==> src/rtl/Header.svh <==
// rtl/Header.svh - global datapath width shared by the register file and its writers
`ifndef HEADER_SVH
`define HEADER_SVH

`define BUS_WIDTH 32

`endif

==> src/rtl/regfile_wb_arbiter_pkg.sv <==
// rtl/regfile_wb_arbiter_pkg.sv - shared constants and writeback request type
`include "Header.svh"

package regfile_wb_arbiter_pkg;

    // Register file data width, sourced from the global header.
    localparam int BUS_WIDTH  = `BUS_WIDTH;

    // Architectural register file geometry.
    localparam int REG_ADDR_W = 5;
    localparam int NUM_REGS   = 32;

    // Default number of buffered ALU writebacks (power of two, >= 2).
    localparam int DEF_ALU_FIFO_DEPTH = 2;

    // One pending register file write.
    typedef struct packed {
        logic [REG_ADDR_W-1:0] rd;
        logic [BUS_WIDTH-1:0]  data;
    } wb_req_t;

endpackage

==> src/rtl/wb_fifo.sv <==
// rtl/wb_fifo.sv - synchronous FIFO of writeback requests with visible storage
module wb_fifo
    import regfile_wb_arbiter_pkg::*;
#(
    parameter  int DEPTH = DEF_ALU_FIFO_DEPTH,
    localparam int PTR_W = $clog2(DEPTH),
    localparam int CNT_W = $clog2(DEPTH + 1)
) (
    input  logic             clk,
    input  logic             rst,
    input  logic             push,
    input  wb_req_t          push_data,
    input  logic             pop,
    output wb_req_t          head,
    output logic             full,
    output logic             empty,
    output logic [CNT_W-1:0] count,
    output wb_req_t          entries [DEPTH],
    output logic [DEPTH-1:0] entry_valid
);

    logic [PTR_W-1:0] wr_ptr;
    logic [PTR_W-1:0] rd_ptr;
    logic             do_push;
    logic             do_pop;

    // Overflow and underflow requests are ignored rather than corrupting state.
    assign full    = (count == CNT_W'(DEPTH));
    assign empty   = (count == '0);
    assign do_push = push && !full;
    assign do_pop  = pop && !empty;
    assign head    = entries[rd_ptr];

    // Pointer and occupancy tracking; pointers wrap naturally at DEPTH.
    always_ff @(posedge clk or posedge rst) begin
        if (rst) begin
            wr_ptr <= '0;
            rd_ptr <= '0;
            count  <= '0;
        end else begin
            if (do_push) begin
                wr_ptr <= wr_ptr + PTR_W'(1);
            end
            if (do_pop) begin
                rd_ptr <= rd_ptr + PTR_W'(1);
            end
            case ({do_push, do_pop})
                2'b10:   count <= count + CNT_W'(1);
                2'b01:   count <= count - CNT_W'(1);
                default: count <= count;
            endcase
        end
    end

    // Entry storage; stale slots are masked by entry_valid, so no reset is needed.
    always_ff @(posedge clk) begin
        if (do_push) begin
            entries[wr_ptr] <= push_data;
        end
    end

    // A slot is live when its distance from the read pointer is below the count.
    always_comb begin
        entry_valid = '0;
        for (int i = 0; i < DEPTH; i++) begin
            logic [PTR_W-1:0] offset;
            offset         = PTR_W'(i) - rd_ptr;
            entry_valid[i] = (CNT_W'(offset) < count);
        end
    end

endmodule

==> src/rtl/regfile_wb_arbiter.sv <==
// rtl/regfile_wb_arbiter.sv - arbitrates ALU and load returns onto the register file write port
module regfile_wb_arbiter
    import regfile_wb_arbiter_pkg::*;
#(
    parameter int ALU_FIFO_DEPTH = DEF_ALU_FIFO_DEPTH
) (
    input  logic                  clk,
    input  logic                  rst,
    input  logic                  alu_valid,
    input  logic [REG_ADDR_W-1:0] alu_rd,
    input  logic [BUS_WIDTH-1:0]  alu_data,
    output logic                  alu_ready,
    input  logic                  ld_issue_valid,
    input  logic [REG_ADDR_W-1:0] ld_issue_rd,
    input  logic                  lsu_valid,
    input  logic [REG_ADDR_W-1:0] lsu_rd,
    input  logic [BUS_WIDTH-1:0]  lsu_data,
    output logic                  lsu_ready,
    input  logic [REG_ADDR_W-1:0] q_rs1,
    input  logic [REG_ADDR_W-1:0] q_rs2,
    output logic                  busy_rs1,
    output logic                  busy_rs2,
    output logic                  wb_wr,
    output logic [REG_ADDR_W-1:0] wb_addr,
    output logic [BUS_WIDTH-1:0]  wb_data
);

    localparam int CNT_W = $clog2(ALU_FIFO_DEPTH + 1);

    wb_req_t                   alu_req;
    wb_req_t                   fifo_head;
    wb_req_t                   fifo_entries [ALU_FIFO_DEPTH];
    logic [ALU_FIFO_DEPTH-1:0] fifo_entry_valid;
    logic                      fifo_full;
    logic                      fifo_empty;
    logic [CNT_W-1:0]          fifo_count;
    logic                      alu_push;
    logic                      alu_win;
    logic                      lsu_win;
    logic                      alu_must_drain;
    logic [NUM_REGS-1:0]       pending;
    logic [NUM_REGS-1:0]       pending_next;

    assign alu_req.rd   = alu_rd;
    assign alu_req.data = alu_data;

    // Readiness reflects registered occupancy only; a same-cycle pop does not free a slot early.
    assign alu_ready = !fifo_full;
    assign alu_push  = alu_valid && alu_ready;

    wb_fifo #(
        .DEPTH (ALU_FIFO_DEPTH)
    ) u_alu_fifo (
        .clk         (clk),
        .rst         (rst),
        .push        (alu_push),
        .push_data   (alu_req),
        .pop         (alu_win),
        .head        (fifo_head),
        .full        (fifo_full),
        .empty       (fifo_empty),
        .count       (fifo_count),
        .entries     (fifo_entries),
        .entry_valid (fifo_entry_valid)
    );

    // Arbitration: a full ALU queue must drain first, otherwise load returns take priority.
    always_comb begin
        alu_must_drain = fifo_full && (fifo_count != '0);
        alu_win        = 1'b0;
        lsu_win        = 1'b0;
        if (alu_must_drain) begin
            alu_win = 1'b1;
        end else if (lsu_valid) begin
            lsu_win = 1'b1;
        end else if (!fifo_empty) begin
            alu_win = 1'b1;
        end
    end

    assign lsu_ready = lsu_win;

    // Write port register: latch the winner; writes to x0 are consumed without asserting wb_wr.
    always_ff @(posedge clk or posedge rst) begin
        if (rst) begin
            wb_wr   <= 1'b0;
            wb_addr <= '0;
            wb_data <= '0;
        end else if (alu_win) begin
            wb_wr   <= (fifo_head.rd != '0);
            wb_addr <= fifo_head.rd;
            wb_data <= fifo_head.data;
        end else if (lsu_win) begin
            wb_wr   <= (lsu_rd != '0);
            wb_addr <= lsu_rd;
            wb_data <= lsu_data;
        end else begin
            wb_wr   <= 1'b0;
        end
    end

    // Scoreboard next state: clear on accepted return, then set on issue so set wins a tie.
    always_comb begin
        pending_next = pending;
        if (lsu_win) begin
            pending_next[lsu_rd] = 1'b0;
        end
        if (ld_issue_valid && (ld_issue_rd != '0)) begin
            pending_next[ld_issue_rd] = 1'b1;
        end
        pending_next[0] = 1'b0;
    end

    // Outstanding-load scoreboard register.
    always_ff @(posedge clk or posedge rst) begin
        if (rst) begin
            pending <= '0;
        end else begin
            pending <= pending_next;
        end
    end

    // Busy: outstanding load, queued ALU write, or the write committing at this cycle's negedge.
    always_comb begin
        busy_rs1 = pending[q_rs1] || (wb_wr && (wb_addr == q_rs1));
        busy_rs2 = pending[q_rs2] || (wb_wr && (wb_addr == q_rs2));
        for (int i = 0; i < ALU_FIFO_DEPTH; i++) begin
            if (fifo_entry_valid[i] && (fifo_entries[i].rd == q_rs1)) begin
                busy_rs1 = 1'b1;
            end
            if (fifo_entry_valid[i] && (fifo_entries[i].rd == q_rs2)) begin
                busy_rs2 = 1'b1;
            end
        end
        if (q_rs1 == '0) begin
            busy_rs1 = 1'b0;
        end
        if (q_rs2 == '0) begin
            busy_rs2 = 1'b0;
        end
    end

endmodule

==> config.mk <==
export PLATFORM = sky130hd
export DESIGN_NAME = regfile_wb_arbiter
export DESIGN_NICKNAME = d
export VERILOG_FILES = /design/src/rtl/regfile_wb_arbiter_pkg.sv /design/src/rtl/wb_fifo.sv /design/src/rtl/regfile_wb_arbiter.sv
export VERILOG_INCLUDE_DIRS = /design/src /design/src/rtl
export SDC_FILE = /design/constraint.sdc
export NUM_CORES = 1
export LEC_CHECK = 0
export BUFFER_PORTS_ARGS = -buffer_cell sky130_fd_sc_hd__buf_2
export CAP_MARGIN = 20
export CORE_ASPECT_RATIO = 2
export CORE_MARGIN = 2
export CORE_UTILIZATION = 55
export CTS_CLUSTER_SIZE = 14
export DETAILED_ROUTE_END_ITERATION = 7
export GPL_TIMING_DRIVEN = 0
export HOLD_SLACK_MARGIN = 0.08
export PLACE_DENSITY = 0.8
export REMOVE_ABC_BUFFERS = 1
export SETUP_SLACK_MARGIN = 0.1
export SLEW_MARGIN = 30
export SYNTH_ARGS = -nofsm -noshare
export SYNTH_HDL_FRONTEND = slang
export SYNTH_SLANG_ARGS = --single-unit
==> constraint.sdc <==
create_clock -name clk -period 3.52 [get_ports clk]
set_input_delay 0.528 -clock clk [delete_from_list [all_inputs] [get_ports clk]]
set_output_delay 0.528 -clock clk [all_outputs]
set_load 0.05 [all_outputs]
==> results.py <==
metrics = {
    "finish": {
        "layout.nets": 806,
        "fill_cells": 874,
        "final_area_um2": 8250,
        "syn_to_final_growth_pct": 20.3,
        "layout_commonest_cell": "buf_2",
        "layout-drive-gt1-share": 0.275,
        "multiInputGateArea_um2": 2630,
        "final_cell_mix": "buf_2 (135), o21ai_0 (132), nand2_1 (80)",
        "regArea_um2": 4050,
        "antenna_cells": 0,
        "fin_cells": 871,
    },
    "pwr": {
        "power_density_nw_per_um2": 888,
        "clkPwrFrac": 0.216,
        "p_sw_w": 0.00304,
        "power.internal_w": 0.00429,
        "p_leak_nw": 3.31,
        "p_seq_frac": 0.391,
        "combPwrFrac": 0.393,
        "swShare": 0.415,
        "vdd_drop_max_mv": 0.677,
    },
    "sta": {
        "setup_violations": 0,
        "setup_ws_ns": 0.295,
        "relSlewSlack": 0.558,
        "post-route-min-period_ns": 3.22,
        "finalClockSkew_ns": 0.0117,
        "slew_violations": 0,
        "worstMarginPinSlew_ns": 0.663,
        "finalCritPeriodShare": 0.916,
        "hold_viol": 0,
        "max_freq_mhz": 310,
        "holdWs_ns": 0.211,
        "fin_tns_setup_ns": 0,
        "rsz0062_at_grt": "no",
    },
    "place": {
        "place_congestion": 0.922,
        "port_buffers": 135,
        "place_hpwl_um": 12300,
        "place_inst": 839,
        "pre_cts_slack_ns": 0.545,
        "place_area_um2": 7730,
    },
    "clock_network": {
        "cts_max_level": 4,
        "root_buffer": "clkbuf_16",
        "cts_buffer_depth": 2,
        "clk_pin_slew_ns": 0.06,
        "clock_latency_ns": 0.41,
        "cts_tree": "yes",
        "cts_inserted_buffers": 17,
        "post_cts_resized": 0,
        "cts_setup_buffers": 0,
        "hold_buffers": 0,
        "cts_sinks": 147,
    },
    "routing": {
        "wirelength_um": 16700,
        "drt_iter0_markers": 250,
        "num_vias": 5174,
        "viasPerCell": 5.94,
        "drtPass1Iterations": 5,
        "drc": 0,
        "wl_per_cell_um": 19.2,
        "ant_nets": 0,
    },
    "hold_path": {
        "min_path_type": "primary input to async pin",
    },
    "setup_path": {
        "crit_path_max_fanout": 40,
        "critPathArrivalTime_ns": 2.70,
        "r2r-end": "wb_data[7]$_DFFE_PP0P_",
        "crit_type": "flop to output pin",
        "max_stage_delay_ns": 0.86,
        "crit_chain": "a21oi_1 > or4_1 > nor3_1 > nor3_1 > o211ai_2 > buf_2",
        "critPathLaunchType": "flop",
        "setup.worst_path.start": "u_alu_fifo.rd_ptr$_DFFE_PP0N_",
        "cp_slowest_cell": "dfrtp_4",
        "regToRegSetupSlack_ns": 1.27,
        "end_kind": "output pin",
        "endpoint": "busy_rs1",
        "cp_data_required_time_ns": 2.99,
        "r2r_start": "u_alu_fifo.count[0]$_DFFE_PP0P_",
        "reg2regPathDepth": 7,
        "cpMostUsedCell": "nor3_1",
    },
    "floorplan": {
        "die_area_um2": 13400,
        "die_h_um": 162,
        "core_area_um2": 12200,
        "die_w_um": 83.0,
        "num_rows": 57,
        "ioPinCount": 136,
        "initial_utilization": 0.562,
    },
    "yosys": {
        "syn_area_um2": 6860,
        "syn_area_per_cell_um2": 11.7,
        "synth.distinct_cells": 51,
        "synth-edff-count": 74,
        "synth_flop_cell": "edfxtp_1",
        "yosysWarningCount": 0,
        "synth-seq-cells": 147,
        "synth-async-reset-ratio": 0.497,
        "synth_cells": 585,
        "yosysSeqAreaShare": 0.590,
    },
    "outcome": {
        "status": "completed",
    },
    "grt": {
        "grt_max_degree": 47,
        "grt_pass1_vias": 5418,
        "grt_overflow": 0,
        "antenna_found_initial": 0,
        "grt.total_usage": 0.254,
        "grt_pass1_wl_um": 26800,
    },
    "run": {
        "cap_violations": 0,
    },
}
-- through the flow --
stage / utilization / power, W
final: 0.676 / 0.00733
after global placement: 0.618 / 0.00554
after CTS: 0.676 / 0.00737
after global routing: 0.676 / 0.00771
after detailed placement: 0.634 / 0.00577
after floorplan: - / 0.00484
-- per-layer routing --
layer,wire (um),track usage,vias up
met2,9410,0.475,216
met3,849,0.0483,42
met1,5900,0.264,2517
met4,572,0.131,0
met5,0,0,-
li1,-,-,2399
-- power groups by stage --
| stage | Combinational (W) | Sequential, W | Clock [W] |
|---|---|---|---|
| after CTS | 0.00290 | 0.00287 | 0.00160 |
| final | 0.00288 | 0.00287 | 0.00158 |
| after detailed placement | 0.00288 | 0.00289 | 0 |
| after floorplan | 0.00126 | 0.00358 | 0 |
| after global routing | 0.00310 | 0.00294 | 0.00167 |
| after global placement | 0.00268 | 0.00286 | 0 |
-- cell type report --
class | count | area share
Inverter | 5 | 0.00258
Tap cell | 147 | 0.0223
Multi-Input combinational cell | 395 | 0.319
Clock buffer | 20 | 0.0529
Timing Repair Buffer | 145 | 0.102
Sequential cell | 147 | 0.491
Clock inverter | 12 | 0.0105
-- cell families (layout without fill, tap and decap cells) --
family,Yosys count,count (layout),share of synthesized area
AOI/OAI and AO/OA,157,157,0.123
xor gates and xnor gates,35,35,0.0447
adders and majority gates,1,1,0.00182
buffers and inverters,43,182,0.0294
DFF,147,147,0.590
muxes,56,56,0.109
and+or+nand+nor,146,146,0.102
-- sequential cells by signal, summed over array words and instances (netlist names) --
signal	count
pending	31
u_alu_fifo.count	2
u_alu_fifo.entries	74
u_alu_fifo.rd_ptr	1
u_alu_fifo.wr_ptr	1
wb_addr	5
wb_data	32
wb_wr	1
-- cell usage after synthesis (9+ instances only) --
master    count  area, um^2
dfrtp_1      73        1830
nor2b_1      10        62.6
clkbuf_1     19        71.3
xor2_1       16         140
buf_2        14        70.1
mux2i_1      38         380
mux4_2        9         203
nand2_1      80         300
xnor2_1      19         166
o21ai_0     132         661
edfxtp_1     74        2220
-- worst max-delay path, delay by kind of cell (launching register included) --
family / cells / cell delay, ns
compound gates: 2 / 0.31
buf+inv: 1 / 0.27
flops: 1 / 0.86
simple gates: 3 / 0.82
-- how the worst min path moves through the flow --
| stage | endpoint | start |
|---|---|---|
| detailed placement | wb_data[5]$_DFFE_PP0P_ | wb_data[5]$_DFFE_PP0P_ |
| CTS | wb_data[10]$_DFFE_PP0P_ | rst |
| floorplan | u_alu_fifo.wr_ptr$_DFFE_PP0N_ | u_alu_fifo.wr_ptr$_DFFE_PP0N_ |
| global placement | wb_data[26]$_DFFE_PP0P_ | wb_data[26]$_DFFE_PP0P_ |
| global route | wb_data[1]$_DFFE_PP0P_ | rst |
| finish | wb_data[10]$_DFFE_PP0P_ | rst |
Note: power is estimated with default switching activity, not from simulation.
